===== config.mk =====
export PLATFORM = sky130hd
export DESIGN_NAME = bcd_converter
export DESIGN_NICKNAME = d
export VERILOG_FILES = /design/src/rtl/bcd_converter_pkg.sv /design/src/rtl/bcd_digit_adjust.sv /design/src/rtl/bcd_converter.sv
export SDC_FILE = /design/constraint.sdc
export NUM_CORES = 1
export LEC_CHECK = 0
export ABC_AREA = 1
export CAP_MARGIN = 20
export CORE_MARGIN = 2
export CORE_UTILIZATION = 50
export DETAILED_ROUTE_END_ITERATION = 12
export PLACE_DENSITY_LB_ADDON = 0.08
export SYNTH_ARGS = -nofsm -noshare
export SYNTH_HDL_FRONTEND = slang
export SYNTH_SLANG_ARGS = --single-unit
export TNS_END_PERCENT = 50

===== constraint.sdc =====
create_clock -name i_SYS_CLOCK -period 1.3 [get_ports i_SYS_CLOCK]
set_clock_uncertainty 0.15 [all_clocks]
set_input_delay 0.195 -clock i_SYS_CLOCK [delete_from_list [all_inputs] [get_ports i_SYS_CLOCK]]
set_output_delay 0.195 -clock i_SYS_CLOCK [all_outputs]
set_load 0.01 [all_outputs]

===== src/rtl/bcd_converter_pkg.sv =====
// Shared definitions for the sequential binary-to-BCD converter.
package bcd_converter_pkg;

   typedef enum logic [1:0] {
      IDLE  = 2'd0,
      SHIFT = 2'd1,
      DONE  = 2'd2
   } conv_state_t;

   function automatic int bcd_width(input int digits);
      return 4 * digits;
   endfunction

   // Counter must hold DATA_WIDTH itself, not just DATA_WIDTH-1.
   function automatic int count_width(input int data_width);
      return $clog2(data_width + 1);
   endfunction

endpackage


===== src/rtl/bcd_digit_adjust.sv =====
// One BCD digit's pre-shift correction: digits 5..9 get +3 so the shift carries cleanly.
module bcd_digit_adjust (
   input  logic [3:0] digit_in,
   output logic [3:0] digit_out
);

   always_comb begin
      digit_out = digit_in;
      if (digit_in >= 4'd5) begin
         digit_out = digit_in + 4'd3;
      end
   end

endmodule


===== src/rtl/bcd_converter.sv =====
// Shift/add-3 binary-to-BCD converter: one bit per cycle, result and valid strobe registered.
module bcd_converter
   import bcd_converter_pkg::*;
#(
   parameter int DATA_WIDTH = 8,
   parameter int DIGITS     = 6
) (
   input  logic                      i_SYS_CLOCK,
   input  logic                      i_CLEAR_n,
   input  logic [DATA_WIDTH-1:0]     i_BUS,
   input  logic                      i_READ_BUS,
   output logic                      o_BUSY,
   output logic                      o_VALID,
   output logic [4*DIGITS-1:0]       o_BCD,
   output logic                      o_OVERFLOW
);

   localparam int BCD_W = bcd_width(DIGITS);
   localparam int CNT_W = count_width(DATA_WIDTH);

   conv_state_t state, next_state;

   logic [DATA_WIDTH-1:0] binary_reg;
   logic [BCD_W-1:0]      scratch;
   logic [BCD_W-1:0]      adjusted;
   logic                  ovf_sticky;
   logic [CNT_W-1:0]      count;

   for (genvar g = 0; g < DIGITS; g++) begin : g_digit
      bcd_digit_adjust u_adjust (
         .digit_in  (scratch[4*g +: 4]),
         .digit_out (adjusted[4*g +: 4])
      );
   end

   always_ff @(posedge i_SYS_CLOCK or negedge i_CLEAR_n) begin
      if (!i_CLEAR_n) begin
         state <= IDLE;
      end else begin
         state <= next_state;
      end
   end

   always_comb begin
      next_state = state;
      case (state)
         IDLE:    if (i_READ_BUS) next_state = SHIFT;
         SHIFT:   if (count == CNT_W'(1)) next_state = DONE;
         DONE:    next_state = IDLE;
         default: next_state = IDLE;
      endcase
   end

   always_comb begin
      o_BUSY = 1'b0;
      if (state != IDLE) begin
         o_BUSY = 1'b1;
      end
   end

   // Digits beyond DIGITS are dropped; any bit leaving the top digit marks overflow.
   always_ff @(posedge i_SYS_CLOCK or negedge i_CLEAR_n) begin
      if (!i_CLEAR_n) begin
         binary_reg <= '0;
         scratch    <= '0;
         ovf_sticky <= 1'b0;
         count      <= '0;
         o_BCD      <= '0;
         o_OVERFLOW <= 1'b0;
         o_VALID    <= 1'b0;
      end else begin
         o_VALID <= 1'b0;
         case (state)
            IDLE: begin
               if (i_READ_BUS) begin
                  binary_reg <= i_BUS;
                  scratch    <= '0;
                  ovf_sticky <= 1'b0;
                  count      <= CNT_W'(DATA_WIDTH);
               end
            end
            SHIFT: begin
               scratch    <= {adjusted[BCD_W-2:0], binary_reg[DATA_WIDTH-1]};
               binary_reg <= {binary_reg[DATA_WIDTH-2:0], 1'b0};
               ovf_sticky <= ovf_sticky | adjusted[BCD_W-1];
               count      <= count - CNT_W'(1);
            end
            DONE: begin
               o_BCD      <= scratch;
               o_OVERFLOW <= ovf_sticky;
               o_VALID    <= 1'b1;
            end
            default: begin
               o_VALID <= 1'b0;
            end
         endcase
      end
   end

endmodule

## After elaboration in Yosys (flattened, before gate mapping)

Cells that the tools add are included.

| storage, ports and cells | value |
|---|---|
| word-level logic and storage cells | 51 |
| input bits | 11 |
| register bits after elaboration | 65 |
| output and inout port bits | 27 |

| operators by class | value |
|---|---|
| order comparisons | 6 |
| eq/ne operators | 5 |
| add/sub/neg operators | 7 |
| reductions and logical operators | 5 |
| bitwise logic cells | 1 |
| mux-type cells | 19 |

Operator list:

| kind | count |
|---|---|
| $pmux 24 s2 | 1 |
| $mux 4 | 7 |
| $add 4x2->4 const B | 6 |
| $ge 4x3->1 const B | 6 |
| $mux 24 | 1 |
| $pmux 8 s2 | 1 |
| $mux 8 | 1 |
| $pmux 4 s2 | 1 |
| $eq 4x1->1 const B | 1 |
| $mux 2 | 2 |
| $ne 2x2->1 const B | 2 |
| $pmux 2 s2 | 1 |
| $reduce_and 2->1 | 2 |
| $reduce_bool 2->1 | 2 |
| $sub 4x1->4 const B | 1 |
| $mux 1 | 3 |
| $eq 2x1->1 const B | 1 |
| $eq 2x2->1 const B | 1 |
| $logic_not 2->1 | 1 |
| $pmux 1 s2 | 1 |
| $or 1x1->1 | 1 |

## Depth between registers and ports, before layout

| depth | value |
|---|---|
| depth after elaboration | 4 |
| depth in mapped cells | 8 |
| depth with buffers taken out | 8 |

## By module

From an unflattened synthesis, not the netlist that was laid out.

| unflattened totals | value |
|---|---|
| cell total of the unflattened synthesis | 413 |
| area, all modules | 3509.6 um^2 |

By module, submodules not included:

| module | times used | area each (um^2) | cells each | seq. area each (um^2) |
|---|---|---|---|---|
| bcd_converter | 1 | 2698.8 | 275 | 1626.6 |
| bcd_digit_adjust | 6 | 135.1 | 23 | 0.0 |

## Worst setup path before layout

No wires, ideal clock.

| timing | value |
|---|---|
| path kind | register -> register |
| start | reg scratch[4] |
| end | reg scratch[8] |
| path buffers | 0 |
| cell stages (with the launch flop) | 8 |
| arrival | 1.033 ns |
| period minus slack after synthesis | 1.306 ns |
| library setup time | 0.124 ns |
| path slack | -0.006 ns |
| required time | 1.026 ns |
| cell sequence | dfrtp_1 inv_1 ha_1 inv_1 nand2_1 nand3_1 nand2_1 o21bai_1 |

| on the way | value |
|---|---|
| word-level cells in the longest chain between the ends | 3 |
| elaborated cells on any way between the ends | 4 |
| those cells by class | add/sub (1); order compare (1); mux (2) |

Ends and longest elaborated chain:

| what | RTL line | text |
|---|---|---|
| start: declaration | bcd_converter.sv:24 | `logic [BCD_W-1:0] scratch;` |
| start signal: assignment | bcd_converter.sv:83 | `scratch <= {adjusted[BCD_W-2:0], binary_reg[DATA_WIDTH-1]};` |
| $add 4x2->4 or $ge 4x3->1 (tied branches) | bcd_digit_adjust.sv:10, bcd_digit_adjust.sv:9 |  |
| $mux 4 (*) | bcd_digit_adjust.sv:9 | `if (digit_in >= 4'd5) begin` |
| $pmux 24 s2 (*) | bcd_converter.sv:73 | `case (state)` |

Mark *: on every way between the ends. The rest lies on a longest branch, timed or not.
A chain may end at the register's enable or synchronous reset.

## Final worst setup path

| timing | value |
|---|---|
| start | reg state[1] |
| end | out o_BUSY |

| on the way | value |
|---|---|
| word-level cells in the longest chain between the ends | 2 |

Ends and longest elaborated chain:

| what | RTL line | text |
|---|---|---|
| start: declaration | bcd_converter.sv:21 | `conv_state_t state, next_state;` |
| start signal: assignment | bcd_converter.sv:40 | `state <= next_state;` |
| $reduce_bool 2->1 | bcd_converter.sv:56 | `if (state != IDLE) begin` |
| $mux 1 | bcd_converter.sv:56 |  |
| end: declaration | bcd_converter.sv:12 | `output logic o_BUSY,` |

No other way between the ends.

==> impl_metrics.tcl <==
set metrics [dict create \
    drt_iter0_drc 213 \
    yosys.area.top_type "dfrtp_1" \
    antenna_cells 0 \
    wl_mm 8.447 \
    placed_area_um2 3894 \
    instances_no_fill 558 \
    hpwl_mm 4.579 \
    ys_top_cells_by_count "123 x nand2_1, 65 x dfrtp_1, 43 x o21ai_0, 37 x inv_1, 34 x nand3_1" \
    crit_fanout 2 \
    vias 2901 \
    finalHoldViolations 0 \
    wl_per_cell_um 15.14 \
    synth-seq-cells 65 \
    fmax_ghz 0.7211 \
    path_clk_slew_ps 70 \
    yosys_warnings 0 \
    syn_nets 411 \
    dpl.cell_count 522 \
    antenna_found_initial 0 \
    first_pass_iters 4 \
    syn_area_um2 3184 \
    grt.overflow.total 0 \
    min_path_type "in -> async" \
    die-area_um2 7023 \
    fill_cells 470 \
    pwr-share-seq_pct 30.7 \
    critical_path_class "reg -> out" \
    synth_edf_count 0 \
    grt_max_degree 66 \
    start_kind "flop" \
    io_pins 38 \
    ys_types 21 \
    clock-sinks 65 \
    power_density_nw_per_um2 2633 \
    syn_to_final_growth_pct 43.03 \
    yosys-top-cells-area "dfrtp_1 51%, nand2_1 14%, o21ai_0 6.8%, ha_1 5.5%, nand3_1 5.3%" \
    cts_tree "built" \
    p_total_mw 11.99 \
    dieHeight_um 83.81 \
    critical_path_arrival_ps 1040 \
    synth_cells 386 \
    grt_pass1_vias 2747 \
    min_period_over_period_pct 106.7 \
    cp.required_ps 950 \
    p_sw_share_pct 42.36 \
    row_count 29 \
    grt_setup_unrepaired "true" \
    power.leakage_nw 2.317 \
    gp_congestion 0.8354 \
    fin_ws_ps -86.68 \
    clkPwrFrac_pct 13.4 \
    htree_levels 3 \
    worst_pin_slew_ps 348.5 \
    drc 0 \
    synth_flop_cell "dfrtp_1" \
    synth-seq-area-share_pct 51.08 \
    layout-drive-gt1-share_pct 36.38 \
    clk_latency_ps 350 \
    cts-root-buf "clkbuf_8" \
    p_comb_share_pct 55.9 \
    nets 502 \
    violations "negative setup slack" \
    grt_pass1_wl_mm 12.14 \
    netlist.area_leader.share_pct 51.08 \
    drv_cap 0 \
    coreArea_um2 6241 \
    die_w_um 83.81 \
    peakVddDrop_mv 1.409 \
    initial_core_util_pct 51.02 \
    port_buffers 37 \
    routed_via_density 5.199 \
    avgSynthCellArea_um2 8.249 \
    setup_viol 42 \
    cp-end-kind "output port" \
    clockBufferDepth 2 \
    fin_util_pct 72.98 \
    yosysMostFrequentCell "nand2_1" \
    place_worst_setup_slack_ps -241.9 \
    numCtsBuffers 9 \
    status "complete, but fails checks" \
    grt.total_usage_pct 21.39 \
    intPower_mw 6.911 \
    post-route-cell-area_um2 4554 \
    slew_violations 0 \
    synthArstFlopShare_pct 100.0 \
    fin_crit_ps 1387 \
    power_switching_mw 5.079 \
    slew_headroom_pct 76.76 \
    antenna_left 0 \
]
## logic make-up after synthesis
kind of cell | synth area share (%)
simple gates | 25.19
compound gates | 10.92
buf+inv | 7.308
flops | 51.08
fa+ha+maj | 5.501
## worst max-delay path: stages (launching register included)
cell and delay [ps]:
dfrtp_1 400, nor2_2 120, inv_1 50, buf_2 130
## through the flow
stage / hold slack [ps] / TNS, ps
final: 237.4 / -1549
after global routing: 283.6 / -4565
after CTS: 253.2 / -1074
after detailed placement: 84.57 / -6179
after global placement: 88.37 / -5373
after floorplan: -250.6 / -3.407
## area by class of cell
class                           instances  area (um^2)  share of cell area, %
Clock buffer                           11        131.4                  2.885
Clock inverter                          4        45.04                 0.9890
Inverter                               40        165.2                  3.626
Multi-Input combinational cell        269         1633                  35.85
Sequential cell                        65         1630                  35.80
Tap cell                               77        96.34                  2.115
Timing Repair Buffer                   92        853.3                  18.74
## cell usage in the layout (no fill, tap or decap), types with 7 or more instances in the layout
cell type,count
nand2_1,100
dfrtp_1,62
buf_4,38
o21ai_0,32
buf_2,28
nand3_1,25
o21ai_1,19
inv_1,18
inv_2,18
nand2_2,16
nor2_1,14
nand4_1,12
clkbuf_8,9
clkdlybuf4s50_1,9
nand2_4,8
ha_4,8
buf_12,7
## layer usage
metal	vias to the layer above	part of all wire [%]	GRT usage, %	wire length [um]
met2	55	50	35.13	4224
li1	1436	-	-	-
met4	0	1.5	9.971	125
met5	-	0	0	0
met1	1395	44	27.89	3722
met3	15	4.4	3.363	374
## repair_timing
action / CTS / global route
resized for setup: 139 / 82
hold buffers: 1 / 0
pin swaps: 11 / 28
endpoints found under the setup margin: 76 / 65
hold endpoints to repair: 65 / 0
gates cloned: 1 / 6
buffers inserted: 8 / 8
## power groups by stage
stage | clock [mW] | sequential (mW) | combinational [mW]
6_report | 1.60 | 3.68 | 6.70
5_1_grt | 1.72 | 3.81 | 7.39
4_1_cts | 1.64 | 3.57 | 5.59
3_5_place_dp | 0 | 3.56 | 5.31
3_3_place_gp | 0 | 3.54 | 5.17
2_1_floorplan | 0 | 3.64 | 2.94
## worst paths after layout
path,endpoint,depth (start not counted),startpoint,slack [ps]
min,scratch[10],3,i_CLEAR_n,240
min in group i_SYS_CLOCK,binary_reg[0],3,i_BUS[0],260
max in group asynchronous,scratch[20],3,i_CLEAR_n,450
max,o_BUSY,3,state[1],-90
max reg2reg,o_BCD[18],7,state[1],-80
min reg2reg,o_OVERFLOW,2,o_OVERFLOW,320
Power figures use the tool's default switching activity.
